===== src/rtl/alu_logic_arbiter.sv =====
`default_nettype none
// ============================================================================
//  Module   : alu_logic_arbiter
//  Purpose  : Round-robin sharing of one registered logic unit between two
//             requesters, with a tagged valid/ready response channel.
//  Revision : 1.0 - initial release
// ============================================================================
module alu_logic_arbiter #(
    parameter int A_WIDTH     = 5,
    parameter int B_WIDTH     = 5,
    parameter int LOGIC_WIDTH = 5,
    parameter int TIMEOUT     = 8
) (
    input  logic                     CLK,
    input  logic                     RST,
    input  logic [1:0]               REQ_VALID,
    output logic [1:0]               REQ_READY,
    input  logic [2*A_WIDTH-1:0]     REQ_A,
    input  logic [2*B_WIDTH-1:0]     REQ_B,
    input  logic [3:0]               REQ_FUNC,
    output logic [A_WIDTH-1:0]       LU_A,
    output logic [B_WIDTH-1:0]       LU_B,
    output logic [1:0]               LU_FUNC,
    output logic                     LU_EN,
    input  logic [LOGIC_WIDTH-1:0]   LU_OUT,
    input  logic                     LU_FLAG,
    output logic                     RSP_VALID,
    input  logic                     RSP_READY,
    output logic                     RSP_ID,
    output logic [LOGIC_WIDTH-1:0]   RSP_DATA,
    output logic                     RSP_ERR,
    output logic                     BUSY
);

    localparam int TW = $clog2(TIMEOUT + 1);

    typedef enum logic [1:0] {
        S_IDLE  = 2'd0,
        S_ISSUE = 2'd1,
        S_WAIT  = 2'd2,
        S_RESP  = 2'd3
    } state_t;

    state_t                 state_q, state_d;
    logic                   pri_q, pri_d;
    logic [TW-1:0]          timer_q, timer_d;
    logic [A_WIDTH-1:0]     a_q, a_d;
    logic [B_WIDTH-1:0]     b_q, b_d;
    logic [1:0]             func_q, func_d;
    logic                   id_q, id_d;
    logic [LOGIC_WIDTH-1:0] data_q, data_d;
    logic                   err_q, err_d;

    logic                   grant_valid;
    logic                   winner;

    // Priority holder wins if it is asking; otherwise the other requester.
    always_comb begin
        grant_valid = 1'b0;
        winner      = pri_q;
        if (REQ_VALID[pri_q]) begin
            grant_valid = 1'b1;
            winner      = pri_q;
        end else if (REQ_VALID[~pri_q]) begin
            grant_valid = 1'b1;
            winner      = ~pri_q;
        end
    end

    always_comb begin
        state_d = state_q;
        pri_d   = pri_q;
        timer_d = timer_q;
        a_d     = a_q;
        b_d     = b_q;
        func_d  = func_q;
        id_d    = id_q;
        data_d  = data_q;
        err_d   = err_q;
        case (state_q)
            S_IDLE: begin
                if (grant_valid) begin
                    a_d     = winner ? REQ_A[2*A_WIDTH-1:A_WIDTH] : REQ_A[A_WIDTH-1:0];
                    b_d     = winner ? REQ_B[2*B_WIDTH-1:B_WIDTH] : REQ_B[B_WIDTH-1:0];
                    func_d  = winner ? REQ_FUNC[3:2] : REQ_FUNC[1:0];
                    id_d    = winner;
                    pri_d   = ~winner;
                    state_d = S_ISSUE;
                end
            end
            S_ISSUE: begin
                timer_d = '0;
                state_d = S_WAIT;
            end
            S_WAIT: begin
                if (LU_FLAG) begin
                    data_d  = LU_OUT;
                    err_d   = 1'b0;
                    state_d = S_RESP;
                end else if (timer_q == TW'(TIMEOUT - 1)) begin
                    data_d  = '0;
                    err_d   = 1'b1;
                    state_d = S_RESP;
                end else begin
                    timer_d = timer_q + TW'(1);
                end
            end
            S_RESP: begin
                if (RSP_READY) begin
                    state_d = S_IDLE;
                end
            end
            default: state_d = S_IDLE;
        endcase
    end

    always_ff @(posedge CLK) begin
        if (!RST) begin
            state_q <= S_IDLE;
            pri_q   <= 1'b0;
            timer_q <= '0;
            a_q     <= '0;
            b_q     <= '0;
            func_q  <= '0;
            id_q    <= 1'b0;
            data_q  <= '0;
            err_q   <= 1'b0;
        end else begin
            state_q <= state_d;
            pri_q   <= pri_d;
            timer_q <= timer_d;
            a_q     <= a_d;
            b_q     <= b_d;
            func_q  <= func_d;
            id_q    <= id_d;
            data_q  <= data_d;
            err_q   <= err_d;
        end
    end

    // Grant is gated by reset so nothing is offered while reset is held.
    assign REQ_READY = (RST && state_q == S_IDLE && grant_valid)
                       ? (winner ? 2'b10 : 2'b01) : 2'b00;
    assign LU_A      = a_q;
    assign LU_B      = b_q;
    assign LU_FUNC   = func_q;
    assign LU_EN     = (state_q == S_ISSUE);
    assign RSP_VALID = (state_q == S_RESP);
    assign RSP_ID    = id_q;
    assign RSP_DATA  = data_q;
    assign RSP_ERR   = err_q;
    assign BUSY      = (state_q != S_IDLE);

endmodule
`default_nettype wire

===== config.mk =====
export PLATFORM = sky130hd
export DESIGN_NAME = alu_logic_arbiter
export DESIGN_NICKNAME = d
export VERILOG_FILES = /design/src/rtl/alu_logic_arbiter.sv
export SDC_FILE = /design/constraint.sdc
export NUM_CORES = 1
export LEC_CHECK = 0
export CAP_MARGIN = 15
export CORE_MARGIN = 4
export CORE_UTILIZATION = 39
export CTS_CLUSTER_SIZE = 30
export DETAILED_ROUTE_END_ITERATION = 6
export MAX_ROUTING_LAYER = met4
export PLACE_DENSITY = 0.77
export SLEW_MARGIN = 20
export SYNTH_ARGS = -nofsm -noshare
export SYNTH_HDL_FRONTEND = slang
export SYNTH_SLANG_ARGS = --single-unit

===== constraint.sdc =====
create_clock -name CLK -period 2.2 [get_ports CLK]
set_input_delay 0.22 -clock CLK [delete_from_list [all_inputs] [get_ports CLK]]
set_output_delay 0.22 -clock CLK [all_outputs]
set_load 0.02 [all_outputs]

# After elaboration in Yosys (flattened, before gate mapping)

Cells that the tools add are included.

Register bits after elaboration: 26

Add/sub/neg operators: 1
Order comparisons: 2
Equality and inequality tests: 9
Mux-type cells: 25
Bitwise logic cells: 2
Reduce and logical (&&, ||, !) cells: 10

Operators by type and width:

| kind                | count |
|---|---|
| $mux 5              | 4 |
| $mux 2              | 7 |
| $mux 1              | 10 |
| $mux 4              | 2 |
| $pmux 2 s4          | 1 |
| $pmux 4 s2          | 1 |
| $ne 2x2->1 const B  | 3 |
| $reduce_and 3->1    | 2 |
| $reduce_bool 2->1   | 3 |
| $add 4x1->4 const B | 1 |
| $eq 2x2->1 const B  | 2 |
| $eq 4x3->1 const B  | 1 |
| $lt 1x2->1 const B  | 2 |
| $reduce_and 2->1    | 2 |
| $ne 3x3->1 const B  | 1 |
| $eq 2x1->1 const B  | 1 |
| $logic_and 1x1->1   | 2 |
| $logic_not 2->1     | 1 |
| $ne 2x1->1 const B  | 1 |
| $not 1->1           | 2 |

# Longest topological paths before layout

Gate-level depths: netlist (run 1).

Word-level depth: 7
Depth in mapped cells: 7
Depth with buffers taken out: 5

# Least setup slack after synthesis (run 1)

Ideal clock, no wire load.

Path kind: register to register
Start point: register state_q[0]
End point: register a_q[0] (netlist: LU_A[0])
Arrival time: 1.572 ns
Path slack: 0.506 ns
Cell stages (with the launch flop): 7
Buffers on the path: 1
Path through: dfxtp_1 inv_1 ha_1 and2_1 and3_1 buf_2 a221o_1

Word-level cells in the longest chain between the ends: 2

Ends and longest elaborated chain:

| item                              | line | source |
|---|---|---|
| start, declared                   | 44   | `state_t state_q, state_d;` |
| start signal, assigned            | 129  | `state_q <= state_d;` |
| $logic_not 2->1                   | 80   | `case (state_q)` |
| $reduce_and 2->1 (no source line) | -    |  |
| end signal, assigned              | 122  | `a_q <= '0;` |
| end signal, assigned              | 132  | `a_q <= a_d;` |
| end, declared                     | 47   | `logic [A_WIDTH-1:0] a_q, a_d;` |

No other way between the ends.
A chain may end at the register's enable or synchronous reset.

# Worst setup path after layout (run 1)

Start point: register state_q[0]
End point: output port REQ_READY[1]

Word-level cells in the longest chain between the ends: 4

Ends and longest elaborated chain:

| item                            | line | source |
|---|---|---|
| $logic_not 2->1                 | 142  | `assign REQ_READY = (RST && state_q == S_IDLE && grant_valid)` |
| $logic_and 1x1->1 (2 in series) | 142  |  |
| $mux 2                          | 143  | `? (winner ? 2'b10 : 2'b01) : 2'b00;` |
| end, declared                   | 17   | `output logic [1:0] REQ_READY,` |

No other way between the ends.

==> metrics.md, run 1 <==
| Metric | Value |
|---|---|
| Port Buffer Count | 58 |
| CTS tree | built |
| I/O pin count | 59 |
| Hold path startpoint | LU_OUT[4] |
| Synth warnings | 0 |
| Slew of the pin with the lowest slew margin | 0.7370 ns |
| Setup slack after layout | 0.1645 ns |
| Area after DPL | 0.001809 mm² |
| Data arrival time of the critical path | 1.82 ns |
| Area contributors post-synth | dfxtp_1 (44%), a221o_1 (10%), and3_1 (6.8%), ha_1 (6.3%), a21oi_1 (3.8%) |
| Fmax | 491.3 MHz |
| Power Density | 905.7 mW/mm² |
| Mapped Cells | 126 |
| CTS Root Cell | clkbuf_4 |
| Non-Filler Instances | 216 |
| Critical Path RT | 1.98 ns |
| Tot GR Track Use | 17.91% |
| Placed Cells | 212 |
| Top_reg_cell synth | dfxtp_1 |
| Post-Syn Area | 0.001196 mm² |
| First-pass GRT wire length | 5844 µm |
| Routed via count | 1,255 |
| CP endpoint kind | primary output |
| Final Cell Area | 0.001843 mm² |
| Global route total overflow | 0 |
| Routed WL | 3576 µm |
| Final Hold Fails | 0 |
| P&R area growth vs syn | 54.08% |
| Vias per cell | 5.810 |
| Post-synth EDFFs | 0 |
| RD Place Congestion | 0.7786 |
| Syn nets | 167 |
| Initial DRC count | 95 |
| Die Ht | 63.38 µm |
| Ant diodes | 0 |
| Post-synth top area cell | dfxtp_1 |
| Post-route DRC | 0 |
| Row count | 19 |
| Min Clock Period, post-route | 2.036 ns |
| Seq/Total Area, Yosys | 43.51% |
| Routed wire per std cell | 16.56 µm |
| Filler instances | 248 |
| First-pass iteration count of the detailed router | 4 |
| Maximum fanout along the worst path | 6 |
| Clock sink count | 26 |
| Crit start category | flip-flop |
| Setup CP Type | flip-flop to primary output |
| Number of buffers created by CTS | 3 |
| Yosys reg bits | 26 |
| Status | complete, no violations |
| Max Slew Vio Count | 0 |
| Post-CTS Setup Repair Bufs | 0 |
| Number of global-route vias before repair | 1,280 |
| Die width | 63.38 µm |
| Final setup vio count | 0 |
| Max Cap Viol | 0 |
| Share of cells above drive strength 1 | 6.486% |
| Worst Clk Skew | 0.003384 ns |
| Post-synth cell types | 32 |
| Clock transition at path regs | 0.14 ns |
| Avg Inst Size Synth | 9.493 µm² |
| Worst reg2reg setup slack | 0.38 ns |
| CTS H-Tree Depth | 1 |
| Dpl ws | 0.1544 ns |
| Initial antenna violation count | 0 |
| WHS | 0.4380 ns |
| P_leak | 0.7571 nW |
| Hold Path Class | input port to flip-flop |
| Die area | 0.004017 mm² |
| Antenna-violating nets left | 0 |
| Slew headroom | 50.54% |
| Core Box Area | 0.002853 mm² |
| Yosys top cell area share | 43.51% |
| Worst setup path start | state_q[0] |
| Max Root-Sink Buffers | 2 |
| Nets | 227 |
| RSZ-0062 raised after global routing | no |
| Dpl hpwl | 2801 µm |
| Final TNS setup | 0 ns |
| Pin count of the biggest net entering global routing | 15 |
| Period utilization | 92.52% |
| Starting Density | 41.93% |
| Peak VDD IR | 530.1 µV |
| Asr flop ratio synth | 0% |
| Reg2reg start | state_q[0] |
| Worst-Skew Late Latency | 0.32 ns |
==> sequential cells by signal, summed over array words and instances (netlist names) <==
register	flops
timer_q	4
LU_FUNC	2
RSP_ERR	1
state_q	2
pri_q	1
LU_A	5
RSP_ID	1
LU_B	5
RSP_DATA	5
==> cells by family (layout without fill, tap and decap cells) <==
family | Yosys count | after routing | share of synthesized area, %
simple gates | 49 | 49 | 22.91
compound gates | 32 | 32 | 21.23
flops | 26 | 26 | 43.51
fa+ha+maj | 6 | 6 | 6.276
mux | 2 | 2 | 1.778
buf+inv | 11 | 70 | 4.288
==> worst paths after layout <==
check / to / depth (start not counted)
min: RSP_DATA[4] / 3
max: REQ_READY[1] / 5
min reg2reg: RSP_DATA[3] / 2
max reg2reg: timer_q[3] / 5
==> report_power, final <==
| part | total, mW | leakage [nW] | switching, mW | internal, mW |
|---|---|---|---|---|
| clock network | 0.242 | 0.0210 | 0.141 | 0.101 |
| logic | 0.804 | 0.523 | 0.413 | 0.392 |
| registers | 0.623 | 0.213 | 0.0598 | 0.563 |
==> cell type report <==
class / instances / area [µm²] / area share (%)
multi-input combinational: 89 / 624.3 / 33.88
sequential: 26 / 520.5 / 28.24
inverter: 4 / 15.01 / 0.8147
clock buffer: 4 / 36.28 / 1.969
tap: 31 / 38.79 / 2.105
timing repair buffer: 62 / 608.1 / 32.99
==> critical path: stages, from the launching register on <==
cell           delay (ns)
dfxtp_1              0.41
inv_1                0.10
ha_1                 0.28
and2_1               0.21
and3_1               0.18
dlygate4sd2_1        0.33
==> placed cells by master, fill, tap and decap left out, types with 3 or more instances in the layout <==
master,synthesis,layout
clkdlybuf4s50_1,0,56
clkbuf_4,0,3
nor2_1,4,4
a221o_1,12,12
buf_4,0,4
nand2_1,10,10
ha_1,6,6
and3_1,13,13
dfxtp_1,26,26
a21oi_1,9,9
nand3_1,8,8
inv_1,4,4
==> stage by stage <==
| step | utilization, % | power [mW] |
|---|---|---|
| after floorplan | - | 1.096 |
| after global placement | 63.42 | 1.408 |
| after detailed placement | 63.42 | 1.436 |
| after CTS | 64.61 | 1.675 |
| after global routing | 64.61 | 1.757 |
| final | 64.61 | 1.669 |
==> layer usage <==
| layer | track usage [%] | share of wire, % | vias to the layer above |
|---|---|---|---|
| met1 | 19.93 | 41 | 612 |
| met4 | 8.895 | 3.1 | 0 |
| met5 | - | 0 | - |
| met3 | 2.131 | 3.7 | 11 |
| li1 | - | - | 589 |
| met2 | 31.42 | 52 | 43 |
==> what timing repair did <==
action	4_1_cts	5_1_grt
hold buffers	0	0
resized for setup	2	0
setup endpoints to repair	2	0
==> cell usage after synthesis, types with 3 or more instances <==
cell type  number
inv_1           4
nand3_1         8
and3_1         13
a221o_1        12
dfxtp_1        26
a21oi_1         9
nor2_1          4
ha_1            6
nand2_1        10
clkbuf_1        4
o21ai_0         3
(Power assumes the default switching activity.)
==> run 2, diff against run 1 <==
--- a/config.mk
+++ b/config.mk
@@ -6,12 +6,14 @@
 export NUM_CORES = 1
 export LEC_CHECK = 0
 export CAP_MARGIN = 15
+export CORE_ASPECT_RATIO = 1.75
 export CORE_MARGIN = 4
 export CORE_UTILIZATION = 39
 export CTS_CLUSTER_SIZE = 30
 export DETAILED_ROUTE_END_ITERATION = 6
 export MAX_ROUTING_LAYER = met4
 export PLACE_DENSITY = 0.77
+export RECOVER_POWER = 50
 export SLEW_MARGIN = 20
 export SYNTH_ARGS = -nofsm -noshare
 export SYNTH_HDL_FRONTEND = slang
==> run 2 against run 1 <==
Net effect:
- die area rose by 0.87%
- largest cell class unchanged
- power rose by 0.94%
- via count fell by 4.6%
- critical endpoint unchanged
- critical path depth unchanged
- critical path type unchanged
- worst hold slack improved by 0.030 ns
- cell count decreased by 1.4%
==> metrics.md, run 2 (synthesis results as in run 1) <==
| Metric | Value |
|---|---|
| CP cell instances | inv_1 > ha_1 > and2_0 > and3_1 > dlygate4sd2_1 |
| Cells resized by post-CTS repair | 2 (unchanged) |
| RD Place Congestion | 0.8272 (+6.2%) |
| Slew headroom | 55.65% (+5.1 points) |
| Number of buffers created by CTS | 3 (unchanged) |
| Max Root-Sink Buffers | 2 (unchanged) |
| Min Clock Period, post-route | 1.971 ns (-0.06420 ns) |
| Row count | 26 (+7) |
| Vias per cell | 5.620 (-3.3%) |
| CTS tree | built |
| Clock sink count | 26 (unchanged) |
| Hold Path Class | flip-flop to flip-flop |
| Crit-path max cell delay | 0.39 ns (-0.02 ns) |
| P_leak | 0.8191 nW (+8.2%) |
| Routed WL | 3152 µm (-12%) |
| Reg2reg start | state_q[0] |
| Share of cells above drive strength 1 | 6.486% (unchanged) |
| Status | complete, no violations |
| Switch share | 35.39% (-1.3 points) |
| Non-Filler Instances | 213 (-1.4%) |
| Max Cap Viol | 0 (unchanged) |
| CP endpoint kind | primary output |
| Die Ht | 81.26 µm (+28%) |
| Final Cell Area | 0.001858 mm² (+0.81%) |
| Critical Path RT | 1.98 ns (about the same) |
| Worst Clk Skew | 0.002291 ns (-0.001093 ns) |
| Dpl hpwl | 2596 µm (-7.3%) |
| Port Buffer Count | 58 (unchanged) |
| Worst-Skew Late Latency | 0.27 ns (-0.05 ns) |
| Final TNS setup | 0 ns (unchanged) |
| CTS Root Cell | clkbuf_8 |
| Post-route DRC | 0 (unchanged) |
| Number of global-route vias before repair | 1,238 (-3.3%) |
| Setup CP Type | flip-flop to primary output |
| Final setup vio count | 0 (unchanged) |
| Most frequent cells in the layout | clkdlybuf4s50_1 (37), dfxtp_1 (26), dlygate4sd3_1 (19) |
| CTS Hold Bufs | 0 (unchanged) |
| Routed via count | 1,197 (-4.6%) |
| Area after DPL | 0.001805 mm² (-0.21%) |
| CP bufs+invs | 2 (unchanged) |
| Peak VDD IR | 477.2 µV (-10%) |
| First-pass iteration count of the detailed router | 4 (unchanged) |
| Fmax | 507.3 MHz (+3.3%) |
| Power Density | 906.9 mW/mm² (+0.13%) |
| Core Box Area | 0.002928 mm² (+2.6%) |
| WHS | 0.4682 ns (+0.03022 ns) |
| Worst setup path start | state_q[0] |
| Starting Density | 40.85% (-1.1 points) |
| Nets | 227 (unchanged) |
| Placed Cells | 209 (-1.4%) |
| Die area | 0.004052 mm² (+0.87%) |
| Comb power frac | 45.1% (-3.1 points) |
| Flop pwr share | 36.8% (-0.5 points) |
| P&R area growth vs syn | 55.33% |
| Hold path startpoint | RSP_DATA[1] |
| Period utilization | 89.60% (-2.9 points) |
| Initial DRC count | 30 (-68%) |
| I/O pin count | 59 (unchanged) |
| Slowest stage cell, crit path | dfxtp_1 |
| Clock transition at path regs | 0.08 ns (-0.06 ns) |
| Net Sw Power | 0.5964 mW (-2.8%) |
| Routed wire per std cell | 14.80 µm (-11%) |
| First-pass GRT wire length | 5230 µm (-11%) |
| Max Slew Vio Count | 0 (unchanged) |
| Clk pwr share | 18.1% (+3.6 points) |
| Data arrival time of the critical path | 1.75 ns (-0.07 ns) |
| Antenna-violating nets left | 0 (unchanged) |
| Maximum fanout along the worst path | 6 (unchanged) |
| Final Hold Fails | 0 (unchanged) |
| Initial antenna violation count | 0 (unchanged) |
| Post-CTS Setup Repair Bufs | 0 (unchanged) |
| Delay-heaviest family, CP | buffers and inverters |
| RSZ-0062 raised after global routing | no |
| Pint | 1.089 mW (+3.1%) |
| Die width | 49.87 µm (-21%) |
| Commonest non-fill, non-tap cell in the layout | clkdlybuf4s50_1 |
| Slew of the pin with the lowest slew margin | 0.6609 ns (-0.07615 ns) |
| Tot GR Track Use | 17.14% (-0.77 points) |
| CTS H-Tree Depth | 1 (unchanged) |
| Global route total overflow | 0 (unchanged) |
| Crit start category | flip-flop |
| Pin count of the biggest net entering global routing | 15 (unchanged) |
| Ant diodes | 0 (unchanged) |
[run 2: power by group through the flow]
| stage | combinational, mW | clock [mW] | sequential (mW) |
|---|---|---|---|
| after floorplan | 0.391 | 0 | 0.706 |
| after CTS | 0.790 | 0.314 | 0.625 |
| after detailed placement | 0.793 | 0 | 0.630 |
| after global routing | 0.835 | 0.326 | 0.632 |
| after global placement | 0.777 | 0 | 0.630 |
| final | 0.760 | 0.304 | 0.621 |
[run 2: path summary, 6_finish.rpt]
kind | depth (start not counted) | slack [ns] | to
min reg2reg | 2 | 0.47 | RSP_DATA[1]
min | 2 | 0.47 | RSP_DATA[1]
max | 5 | 0.23 | REQ_READY[1]
max reg2reg | 5 | 0.40 | timer_q[3]
[run 2: worst min-delay path: cells and delay by family (launching register included)]
| kind | cells | cell delay [ns] |
|---|---|---|
| compound gates | 1 | 0.05 |
| flops | 1 | 0.32 |
| simple gates | 1 | 0.06 |
[run 2: metrics by stage]
| step | utilization [%] | setup WS, ns | power, mW |
|---|---|---|---|
| after floorplan | - | 0.5063 | 1.096 |
| after global placement | 61.67 | 0.2221 | 1.408 |
| after detailed placement | 61.67 | 0.1940 | 1.423 |
| after CTS | 63.46 | 0.2258 | 1.729 |
| after global routing | 63.46 | 0.1301 | 1.794 |
| final | 63.46 | 0.2287 | 1.685 |
[run 2: cell type report]
class                           count  area [µm²]
Inverter                            4       15.01
Timing Repair Buffer               62       608.1
Sequential cell                    26       520.5
Clock buffer                        4       55.05
Fill cell                         271        1070
Tap cell                           28       35.03
Multi-Input combinational cell     89       624.3
[run 2: metal layers]
layer,GRT usage [%],wire length (µm)
met5,-,0
met4,8.587,59
met3,3.486,238
met2,33.42,1624
met1,15.17,1230
